## config.mk

```make
export PLATFORM = sky130hd
export DESIGN_NAME = serial_subtractor
export DESIGN_NICKNAME = d
export VERILOG_FILES = /design/src/rtl/serial_subtractor.sv
export SDC_FILE = /design/constraint.sdc
export NUM_CORES = 1
export LEC_CHECK = 0
export ABC_AREA = 1
export BUFFER_PORTS_ARGS = -buffer_cell sky130_fd_sc_hd__buf_2
export CAP_MARGIN = 20
export CORE_MARGIN = 2
export CORE_UTILIZATION = 36
export DETAILED_ROUTE_END_ITERATION = 10
export GPL_TIMING_DRIVEN = 0
export MAX_ROUTING_LAYER = met4
export SLEW_MARGIN = 20
export SYNTH_ARGS = -nofsm -noshare
export SYNTH_HDL_FRONTEND = slang
export SYNTH_SLANG_ARGS = --single-unit
```

## constraint.sdc

```tcl
create_clock -name clk -period 2.4 [get_ports clk]
set_clock_uncertainty 0.2 [all_clocks]
set_input_delay 0.24 -clock clk [delete_from_list [all_inputs] [get_ports clk]]
set_output_delay 0.24 -clock clk [all_outputs]
set_load 0.01 [all_outputs]
```

## src/rtl/serial_subtractor.sv

```systemverilog
// Bit-serial full subtractor: diff = a - b - bin, LSB first, one bit per clock
// through a single subtractor cell with a registered borrow and start/done handshake.
module serial_subtractor #(
  parameter int WIDTH = 8
) (
  input  logic             clk,
  input  logic             rst,
  input  logic             start,
  input  logic [WIDTH-1:0] a,
  input  logic [WIDTH-1:0] b,
  input  logic             bin,
  output logic             busy,
  output logic             done,
  output logic [WIDTH-1:0] diff,
  output logic             bout
);

  localparam int CW = $clog2(WIDTH) + 1;

  typedef enum logic [1:0] {IDLE, SHIFT, DONE} state_t;

  state_t           state_q;
  logic [WIDTH-1:0] a_sr_q, b_sr_q, r_sr_q;
  logic             br_q;
  logic [CW-1:0]    cnt_q;

  logic             d_bit;
  logic             br_d;
  logic [WIDTH:0]   r_cat;
  logic [WIDTH-1:0] r_sr_d;
  logic             last_bit;

  // Full-subtractor cell on the current LSBs; the new bit enters the result at the MSB.
  assign d_bit    = a_sr_q[0] ^ b_sr_q[0] ^ br_q;
  assign br_d     = (~a_sr_q[0] & b_sr_q[0]) | (~(a_sr_q[0] ^ b_sr_q[0]) & br_q);
  assign r_cat    = {d_bit, r_sr_q};
  assign r_sr_d   = r_cat[WIDTH:1];
  assign last_bit = (cnt_q == CW'(WIDTH - 1));

  always_ff @(posedge clk or posedge rst) begin
    if (rst) begin
      state_q <= IDLE;
      a_sr_q  <= '0;
      b_sr_q  <= '0;
      r_sr_q  <= '0;
      br_q    <= 1'b0;
      cnt_q   <= '0;
      busy    <= 1'b0;
      done    <= 1'b0;
      diff    <= '0;
      bout    <= 1'b0;
    end else begin
      case (state_q)
        IDLE: begin
          if (start) begin
            a_sr_q  <= a;
            b_sr_q  <= b;
            br_q    <= bin;
            cnt_q   <= '0;
            busy    <= 1'b1;
            state_q <= SHIFT;
          end
        end
        SHIFT: begin
          a_sr_q <= a_sr_q >> 1;
          b_sr_q <= b_sr_q >> 1;
          br_q   <= br_d;
          r_sr_q <= r_sr_d;
          cnt_q  <= cnt_q + CW'(1);
          // diff/bout are only touched here, so they hold the previous result meanwhile.
          if (last_bit) begin
            diff    <= r_sr_d;
            bout    <= br_d;
            done    <= 1'b1;
            state_q <= DONE;
          end
        end
        DONE: begin
          done    <= 1'b0;
          busy    <= 1'b0;
          state_q <= IDLE;
        end
        default: begin
          state_q <= IDLE;
        end
      endcase
    end
  end

endmodule

```

* Word-level counts from Yosys, hierarchy flattened
Cells that the tools add are included.
** Operators by class
- Add/subtract/negate cells :: 1
- Equal/unequal tests :: 5
- Mux-type cells :: 15
- Bitwise operators :: 7
- Reductions and logical operators :: 9
** Operators with widths (number)
- one-hot mux 8 bit (2 select lines) :: 2
- 2-to-1 mux 8 bit :: 2
- AND reduction 2 bit :: 5
- one-hot mux 4 bit (2 select lines) :: 1
- one-hot mux 1 bit (2 select lines) :: 3
- nonzero test 2 bit :: 3
- adder 4 x 1 -> 4 bit (second input constant) :: 1
- equality test 4 x 3 -> 1 bit (second input constant) :: 1
- 2-to-1 mux 2 bit :: 2
- 2-to-1 mux 4 bit :: 1
- != test 2 bit (second input constant) :: 2
- one-hot mux 2 bit (2 select lines) :: 1
- 2-to-1 mux 1 bit :: 3
- AND 1 bit :: 2
- equality test 2 x 1 -> 1 bit (second input constant) :: 1
- equality test 2 bit (second input constant) :: 1
- logical NOT 2 bit :: 1
- inverter 1 bit :: 2
- bitwise XOR 1 bit :: 2
- OR 1 bit :: 1
** Storage, ports and cells
- Register bits after elaboration :: 42
- Input port bits :: 20
- Output and inout bits :: 11
- Logic and storage cells :: 47

* Logic depth before layout (Yosys ltp)
Gate-level depths: netlist of run 1.
- Depth in word-level cells :: 5
- Gate-level depth with buffers :: 7
- Gate-level depth less buffers :: 6

* Worst setup path after synthesis of run 1
OpenSTA, ideal clock, no wires.
- Kind :: reg-to-reg
- Start :: register a_sr_q[0]
- End :: register r_sr_q[7]
- Library setup time :: 126 ps
- Arrival time :: 988 ps
- Data required time :: 2074 ps
- Slack :: 1086 ps
- Stages on the path, launching flop included :: 4
- Buffers on the path :: 0
- Period minus slack after synthesis :: 1314 ps
- Cell sequence :: dfrtp_1 -> fa_1 -> nand2_1 -> o21ai_0
** On the way
- Word-level cells in the longest chain between the ends :: 2
** RTL lines
- start: declaration :: RTL line 23 : logic [WIDTH-1:0] a_sr_q, b_sr_q, r_sr_q;
- start signal: assignment :: RTL line 65 : a_sr_q <= a_sr_q >> 1;
- bitwise XOR 1 bit (2 in a row) :: RTL line 34 : assign d_bit = a_sr_q[0] ^ b_sr_q[0] ^ br_q;
- named net d_bit :: RTL line 27 : logic d_bit;
- end signal: assignment :: RTL line 68 : r_sr_q <= r_sr_d;
- end: declaration :: RTL line 23
The timed path passes the listed nets, and every way through them passes these cells.
A chain may end at the register's enable or synchronous reset.

* Final worst setup path of run 1
- Start :: register cnt_q[0]
- End :: register diff[6]
** On the way
- Word-level cells in the longest chain between the ends :: 2
** RTL lines
- start: declaration :: RTL line 25 : logic [CW-1:0] cnt_q;
- start signal: assignment :: RTL line 69 : cnt_q <= cnt_q + CW'(1);
- equality test 4 x 3 -> 1 bit :: RTL line 38 : assign last_bit = (cnt_q == CW'(WIDTH - 1));
- AND reduction 2 bit (no line)
- end signal: assignment :: RTL line 72 : diff <= r_sr_d;
- end: declaration :: RTL line 14 : output logic [WIDTH-1:0] diff,
No other way between the ends.

==> results of run 1 <==
[through the flow]
step / util / setup WS [ns] / cells / total power [mW]
6_report: 0.450 / 0.931 / 342 / 2.94
5_1_grt: 0.450 / 0.758 / 342 / 3.23
4_1_cts: 0.450 / 0.924 / 342 / 2.98
3_5_place_dp: 0.422 / 0.928 / 331 / 2.40
3_3_place_gp: 0.418 / 0.423 / 330 / 2.37
2_1_floorplan: - / 1.01 / 230 / 2.04
[cells in the final DEF (no fill, tap or decap), types with 3 or more instances in the layout]
cell type,netlist,final
inv_2,3,4
inv_1,6,5
nor2_1,3,3
dfrtp_1,41,41
buf_2,2,32
buf_6,3,3
nand3_1,21,21
buf_4,4,4
o21ai_0,7,7
clkbuf_8,0,5
dlygate4sd3_1,0,3
nand2_1,133,133
[worst max-delay path by stage]
stage / start / endpoint / slack, ns / cells after the start
final: cnt_q[0]$_DFFE_PP0P_ / diff[6]$_DFFE_PP0P_ / 0.93 / 6
after floorplan: rst / a_sr_q[0]$_DFFE_PP0P_ / 1.01 / 1
after CTS: cnt_q[0]$_DFFE_PP0P_ / diff[6]$_DFFE_PP0P_ / 0.92 / 6
after detailed placement: cnt_q[0]$_DFFE_PP0P_ / diff[6]$_DFFE_PP0P_ / 0.93 / 6
after global placement: rst / a_sr_q[3]$_DFFE_PP0P_ / 0.42 / 2
after global routing: cnt_q[0]$_DFFE_PP0P_ / diff[1]$_DFFE_PP0P_ / 0.76 / 6
[worst max-delay path, stage by stage (launching register included)]
cell and delay [ns]:
dfrtp_1 0.41, ha_1 0.21, nand2_1 0.08, nor2_1 0.14, nand2_2 0.18, nand2_1 0.10, nand2_1 0.06
[state kept, by name, indices dropped and copies added, names as in the netlist]
register and count:
busy 1, b_sr_q 8, br_q 1, a_sr_q 8
bout 1, r_sr_q 7, done 1, cnt_q 4
diff 8, state_q 2
[final cells by class]
cell class | count | area [um^2] | share of cell area
clock buffer | 5 | 68.8 | 0.0303
multi-input combinational | 171 | 734 | 0.323
inverter | 9 | 33.8 | 0.0149
buffer | 9 | 73.8 | 0.0325
timing repair buffer | 34 | 200 | 0.0882
tap | 70 | 87.6 | 0.0386
sequential | 41 | 1030 | 0.452
clock inverter | 3 | 46.3 | 0.0204
[cells by family after synthesis]
| logic type | synth area share |
|---|---|
| DFF | 0.549 |
| buffers and inverters | 0.0576 |
| AOI/OAI and AO/OA | 0.0275 |
| and+or+nand+nor | 0.348 |
| adders and majority gates | 0.0174 |
[where the power goes]
part           switching [mW]  total [mW]  internal, mW
clock                   0.259       0.570         0.311
sequential              0.189        1.20          1.01
combinational           0.705        1.17         0.466
total                    1.15        2.94          1.78
[routing by layer]
metal | share of wire | wire length, um | vias to the layer above
li1 | - | - | 790
met1 | 0.51 | 2020 | 672
met2 | 0.43 | 1710 | 45
met3 | 0.050 | 200 | 7
met4 | 0.011 | 44 | 0
met5 | 0 | 0 | -
[repair_timing]
action                                 in CTS  in global routing
setup endpoints to repair                   0                  0
endpoints found under the hold margin      43                  0
buffers inserted                            0                  0
hold buffers                                3                  0
==> results.md, run 1 <==
* Status: finished, final reports clean
* Register-to-Register Setup Slack at 0.93 ns
* Number of DRC markers after the initial detailed-route iteration at 97
* GR Util met1 at 0.211
* Core area at 5040 um^2
* Final setup violating endpoints at 0
* GRT overflow at 0
* Flops & latches, synth at 41
* Maximum level of the CTS H-tree at 2
* Largest area contributor in the netlist: dfrtp_1
* Sequential share of the synthesized area at 0.549
* Clock buffers created by TritonCTS at 5
* TritonCTS clock tree: built
* Global-route wire length before repair at 7090 um
* Total of max-cap violations at 0
* Ratio of cells with drive above 1 in the final layout at 0.206
* Die outline area at 5780 um^2
* Final-stage net count at 293
* Min-Delay Endpoint: br_q$_DFFE_PP0P_
* Max rail drop VDD at 506 uV
* Number of placement rows at 26
* Max-slew violation total from the final report at 0
* Clk slew on worst S/H paths at 0.09 ns
* Mean instance size in the synthesized netlist at 8.12 um^2
* Primary flip-flop cell chosen by synthesis mapping: dfrtp_1
* Sum of negative setup slack at 0 ns
* Fmax at 0.681 GHz
* Top area cells in the synthesized netlist: dfrtp_1, nand2_1, nand3_1
* Number of antenna violations at the first check in global routing at 0
* Floorplan die height at 76.0 um
* Area fraction of the dominant cell type after synthesis at 0.549
* End of the worst register-to-register path: diff[6]$_DFFE_PP0P_
* CTS-repair resized insts at 0
* Total of buffers placed on input and output ports at 30
* Number of warnings issued by yosys at 0
* DR DRC count at 0
* Most frequently used cell type in the post-synthesis netlist: nand2_1
* Critical setup path kind: flip-flop to flip-flop
* Startpoint of the worst register-to-register path: cnt_q[0]$_DFFE_PP0P_
* DP Area at 2130 um^2
* Drt via density at 4.43
* EDFF count, synth at 0
* Number of nets in the synthesized netlist at 252
* Classification of the worst-slack hold path: primary input to flip-flop
* Category of the worst setup path launch point: flip-flop
* Filler instances at 511
* Start point of the worst hold path: bin
* Unrepaired setup endpoints after global routing: no
* Chip Width at 76.0 um
* Combined global-route utilization of all metal layers at 0.159
* Clock sink count at 41
* Post-route fraction of the period consumed by the critical path at 0.612
* Vias in the first global route at 1480
* Initial core utilization at 0.370
* Type of destination of the critical path: flip-flop
* GRT busiest layer: met2
* Count of endpoints failing hold in the final timing report at 0
* Count of unique library cells instantiated by Yosys at 17
* Minimum period implied by the final worst setup slack at 1.47 ns
* Routability Congestion at 0.791
* Required arrival time at the worst endpoint at 2.40 ns
* Post-Route WL at 3970 um
* Post-Layout Inst Area at 2270 um^2
* Root buf cell: clkbuf_8
* Post-route antenna net violation count at 0
* GR Layer Usage met2 at 0.240
* HPWL after detailed placement at 2720 um
* Maximum count of clock buffers along a single path at 2
* Area of the mapped netlist at 1870 um^2
* Pin count of the biggest net entering global routing at 29
* Clock latency on the worst-skew pair at 0.31 ns
* Worst slew margin at 0.769
* Total via count after detailed routing at 1514
* DR WL/cell at 11.6 um
* Worst Path Max Fanout at 10
* Transition time at the pin with the least slew margin at 0.345 ns
* Met3 demand-to-capacity share in global routing at 0.0320
* TritonRoute pass-1 iters at 5
* ANT cells at 0
* Cells after Synth at 230
* Synth async-reset ratio at 1.00
* Hold Crit Depth at 3
* Leak pwr at 1.24 nW
* Critical path arrival at 1.47 ns
* PwrDens at 1290 nW/um^2
* Commonest cells in the synthesized netlist: nand2_1, dfrtp_1, nand3_1
* Worst reg2reg path depth at 6
* Hold slack final at 0.0136 ns
* Number of ports placed on the die boundary at 31
* Post-synthesis to final-layout area growth at 21.6%
(Power assumes the default switching activity.)
==> run 2, diff against run 1 <==
- clock period: 2.4 -> 1.5 ns (I/O delays scaled with it)
==> run 2 against run 1 <==
  * Global-route usage grew 1.0 points
  * Clock-buffer cell count is the same
  * First-iteration DRC count up 1.0%
  * Flip-flop and latch count is the same
  * Worst hold slack gained 0.12 ns
  * Clock power grew 60%
  * Cell count grew 6.1%
  * Sequential share of layout area decreased by 4.0 points
  * Critical path depth did not move
  * Via count increased by 6.4%
  * Wire length up 12%
  * Worst setup slack worse by 0.88 ns
  * Largest power group is now combinational logic
==> results.md, run 2 (same netlist as run 1, synthesis figures left out) <==
* Status: finished, final reports clean
* Ratio of cells with drive above 1 in the final layout at 0.218
* Worst slew margin at 0.771
* ANT cells at 0
* Core area at 5040 um^2
* Die outline area at 5780 um^2
* Post-synthesis to final-layout area growth at 33.4%
* Biggest registers after layout: a_sr_q x8, b_sr_q x8, diff x8
* Required arrival time at the worst endpoint at 1.55 ns
* Final-stage net count at 314
* Combined global-route utilization of all metal layers at 0.169
* Non-filler instance count after layout at 363
* Chip Width at 76.0 um
* Clock latency on the worst-skew pair at 0.31 ns
* DR DRC count at 0
* Number of placement rows at 26
* Minimum period implied by the final worst setup slack at 1.45 ns
* DR WL/cell at 12.2 um
* Clock buffers created by TritonCTS at 5
* GRT overflow at 0
* Max-slew violation total from the final report at 0
* Category of the worst setup path launch point: flip-flop
* Number of ports placed on the die boundary at 31
* Initial core utilization at 0.370
* Post-Route WL at 4440 um
* Count of placed standard cells including taps at 331
* Floorplan die height at 76.0 um
* Post-route fraction of the period consumed by the critical path at 0.969
* Critical path arrival at 1.50 ns
* Most common library cell in the layout ignoring fill and taps: nand2_1
* Pin count of the biggest net entering global routing at 29
* Total of buffers placed on input and output ports at 30
* Global-route wire length before repair at 7550 um
* Unrepaired setup endpoints after global routing: yes
* TritonRoute pass-1 iters at 4
* Final standard cell utilization of the core at 0.494
* Maximum count of clock buffers along a single path at 2
* Clock sink count at 41
* Max rail drop VDD at 871 uV
* Drt via density at 4.44
* HPWL after detailed placement at 2720 um
* Total of max-cap violations at 0
* Leak pwr at 1.34 nW
* Total via count after detailed routing at 1611
* Worst Path Max Fanout at 5
* Transition time at the pin with the least slew margin at 0.343 ns
* Fmax at 0.688 GHz
* Root buf cell: clkbuf_8
* Maximum level of the CTS H-tree at 2
* Classification of the worst-slack hold path: primary input to async pin
* Number of DRC markers after the initial detailed-route iteration at 98
* Count of endpoints failing hold in the final timing report at 0
* Number of antenna violations at the first check in global routing at 0
* Routability Congestion at 0.791
* PwrDens at 1950 nW/um^2
* Post-route antenna net violation count at 0
* Vias in the first global route at 1558
* Clk slew on worst S/H paths at 0.09 ns
* TritonCTS clock tree: built
* Critical setup path kind: flip-flop to flip-flop
* Type of destination of the critical path: flip-flop
* Final setup violating endpoints at 0
* Most frequent cells in the layout: nand2_1, dfrtp_1, buf_2
## run 2: cell type report
type | instances | area, um^2
clock buffers | 5 | 68.8
inverters | 9 | 36.3
repair buffers | 54 | 390
fillers | 490 | 2550
plain buffers | 9 | 73.8
clock inverters | 3 | 46.3
flip-flops and latches | 41 | 1030
multi-input cells | 172 | 763
well taps | 70 | 87.6
## run 2: metrics by stage
step | power (mW) | TNS (ns) | worst slack (ns) | area, um^2 | hold slack, ns
2_1_floorplan | 3.27 | 0 | 0.186 | 1870 | 0.0802
3_3_place_gp | 3.80 | -15.75 | -0.387 | 2110 | 0.202
3_5_place_dp | 3.84 | 0 | 0.0280 | 2130 | -0.0730
4_1_cts | 4.80 | 0 | 0.0239 | 2430 | 0.141
5_1_grt | 5.34 | -0.278 | -0.0545 | 2490 | 0.167
6_report | 4.87 | 0 | 0.0467 | 2490 | 0.136
## run 2: routing by layer
layer / GRT usage / up-vias / part of all wire
met5: - / - / 0
met1: 0.225 / 738 / 0.50
met3: 0.0296 / 7 / 0.032
li1: - / 832 / -
met2: 0.261 / 34 / 0.45
met4: 0.0655 / 0 / 0.017
## run 2: worst paths after layout
path | start | end | slack [ns] | cells past startpoint
max | cnt_q[1]$_DFFE_PP0P_ | done$_DFFE_PP0P_ | 0.05 | 6
min | rst | diff[4]$_DFFE_PP0P_ | 0.14 | 3
max reg2reg | cnt_q[1]$_DFFE_PP0P_ | done$_DFFE_PP0P_ | 0.05 | 6
min reg2reg | a_sr_q[7]$_DFFE_PP0P_ | a_sr_q[7]$_DFFE_PP0P_ | 0.28 | 2
max in group asynchronous | rst | a_sr_q[1]$_DFFE_PP0P_ | 0.51 | 4
min in group clk | a_sr_q[7]$_DFFE_PP0P_ | a_sr_q[7]$_DFFE_PP0P_ | 0.28 | 2
## run 2: repair_timing
action / CTS / global route
hold buffers: 19 / 0
setup buffers: 0 / 4
endpoints found under the hold margin: 59 / 0
gates resized for setup: 0 / 8
setup endpoints to repair: 0 / 15
## run 2: worst max-delay path, cell delays in order (launching register included)
cell	delay [ns]
dfrtp_1	0.40
ha_2	0.22
nand2_2	0.07
nor2_4	0.21
nand2_4	0.11
buf_4	0.14
nand2_1	0.04
## run 2: power breakdown
group          total (mW)  switching (mW)  internal [mW]
Combinational        2.03            1.19          0.840
Clock               0.914           0.416          0.498
Sequential           1.92           0.310           1.61
==> run 3, diff against run 2 <==
- CORE_UTILIZATION: 36 -> 50
- PLACE_DENSITY: default -> 0.72
==> run 3 against run 2 <==
  * Critical path depth fell by 3
  * Wire length fell by 7.8%
  * Worst hold slack improved by 0.032 ns
  * Sequential share of layout area rose by 1.1 points
  * Clock-buffer cell count rose by 2
  * Flip-flop and latch count did not move
  * Combinational power fell by 2%
  * Die area fell by 27%
  * Non-clock buffer count fell by 2
  * Total power fell by 3.4%
  * Design area fell by 2.7%
  * Critical path type unchanged
  * Highest routed layer unchanged
==> results.md, run 3 (same netlist as run 1, synthesis figures left out) <==
* Post-synthesis to final-layout area growth at 29.8%
* Fmax at 0.715 GHz
* Number of antenna violations at the first check in global routing at 0
* Met3 routed wirelength at 194 um
* Floorplan die height at 65.1 um
* M1 wire length at 1900 um
* Worst slew margin at 0.748
* Sum of negative setup slack at 0 ns
* Maximum count of clock buffers along a single path at 2
* Maximum level of the CTS H-tree at 2
* Post-Layout Inst Area at 2420 um^2
* TritonRoute pass-1 iters at 4
* Type of destination of the critical path: flip-flop
* Max rail drop VDD at 1320 uV
* Clock latency on the worst-skew pair at 0.30 ns
* Chip Width at 65.1 um
* Total of max-cap violations at 0
* Leak pwr at 1.32 nW
* ANT cells at 0
* Status: finished, final reports clean
* Final standard cell utilization of the core at 0.667
* GRT overflow at 0
* Number of DRC markers after the initial detailed-route iteration at 100
* Classification of the worst-slack hold path: primary input to async pin
* Routability Congestion at 0.745
* Worst slack at placement at -0.00503 ns
* Total area of multi-input combinational cells at 752 um^2
* Root buf cell: clkbuf_8
* Max-slew violation total from the final report at 0
* DR DRC count at 0
* Transition time at the pin with the least slew margin at 0.378 ns
* Critical path arrival at 1.38 ns
* Initial core utilization at 0.514
* DR WL/cell at 12.1 um
* Core area at 3630 um^2
* PnR worst setup slack at 0.101 ns
* Total of buffers placed on input and output ports at 30
* Clock sink count at 41
* Filler instances at 338
* Uppermost layer routed: met4
* Pin count of the biggest net entering global routing at 26
* Combined global-route utilization of all metal layers at 0.227
* Vias in the first global route at 1590
* Critical setup path kind: flip-flop to flip-flop
* PwrDens at 1940 nW/um^2
* Post-route antenna net violation count at 0
* Global-route wire length before repair at 7010 um
* Biggest registers after layout: a_sr_q x8, b_sr_q x8, diff x8
* Total via count after detailed routing at 1610
* Worst Path Max Fanout at 2
* Required arrival time at the worst endpoint at 1.48 ns
* TritonCTS clock tree: built
* Final setup violating endpoints at 0
* Detailed route wirelength on metal2 at 1950 um
* Die outline area at 4240 um^2
* Most common library cell in the layout ignoring fill and taps: nand2_1
* Category of the worst setup path launch point: flip-flop
* Ratio of cells with drive above 1 in the final layout at 0.210
* Most frequent cells in the layout: nand2_1, dfrtp_1, buf_2
* FF/Latch Area at 1030 um^2
* Count of endpoints failing hold in the final timing report at 0
* Minimum period implied by the final worst setup slack at 1.40 ns
* Post-Route WL at 4090 um
* Clock buffers created by TritonCTS at 5
* Number of ports placed on the die boundary at 31
* Number of placement rows at 22
* Final-stage net count at 311
* HPWL after detailed placement at 2640 um
* Drt via density at 4.76
* Post-route fraction of the period consumed by the critical path at 0.932
* DP Area at 2100 um^2
* Hold slack final at 0.168 ns
* Clk slew on worst S/H paths at 0.08 ns
-- run 3: stage by stage --
stage          cells  power [mW]
6_report         338        4.70
5_1_grt          338        5.13
4_1_cts          336        4.66
3_5_place_dp     309        3.82
3_3_place_gp     308        3.75
2_1_floorplan    230        3.27
-- run 3: worst paths after layout --
path	start	slack, ns	cells after the start	to
max in group asynchronous	rst	0.47	4	b_sr_q[3]$_DFFE_PP0P_
min in group clk	b_sr_q[7]$_DFFE_PP0P_	0.28	2	b_sr_q[7]$_DFFE_PP0P_
hold reg to reg	b_sr_q[7]$_DFFE_PP0P_	0.28	2	b_sr_q[7]$_DFFE_PP0P_
setup / recovery	a_sr_q[0]$_DFFE_PP0P_	0.10	3	r_sr_q[7]$_DFFE_PP0P_
hold / removal	rst	0.17	3	diff[7]$_DFFE_PP0P_
setup reg to reg	a_sr_q[0]$_DFFE_PP0P_	0.10	3	r_sr_q[7]$_DFFE_PP0P_
-- run 3: final cells by class --
class / count / share of cell area
Clock inverter: 1 / 0.00206
Multi-Input combinational cell: 171 / 0.310
Timing Repair Buffer: 52 / 0.155
Tap cell: 48 / 0.0248
Buffer: 9 / 0.0304
Inverter: 9 / 0.0150
Clock buffer: 7 / 0.0397
Sequential cell: 41 / 0.423
-- run 3: critical path: stages (launching register included) --
cell     delay (ns)
dfrtp_1        0.40
fa_1           0.52
nand2_1        0.08
o21ai_0        0.08
-- run 3: report_power, final --
group          switching (mW)  leakage (nW)  internal, mW
clock                   0.376        0.0542         0.416
sequential              0.307         0.508          1.61
combinational            1.17         0.762         0.821
total                    1.85          1.32          2.85
-- run 3: routing by layer --
| layer | vias up | track usage |
|---|---|---|
| met2 | 37 | 0.392 |
| met5 | - | - |
| li1 | 825 | - |
| met1 | 742 | 0.263 |
| met4 | 0 | 0.0625 |
| met3 | 6 | 0.0616 |
-- run 3: repair_timing --
item / in CTS / in global routing
setup buffers: 0 / 2
resized for setup: 1 / 5
setup endpoints to repair: 9 / 19
endpoints found under the hold margin: 60 / 0
pin swaps: 0 / 2
cloned: 0 / 0
hold buffers: 19 / 0
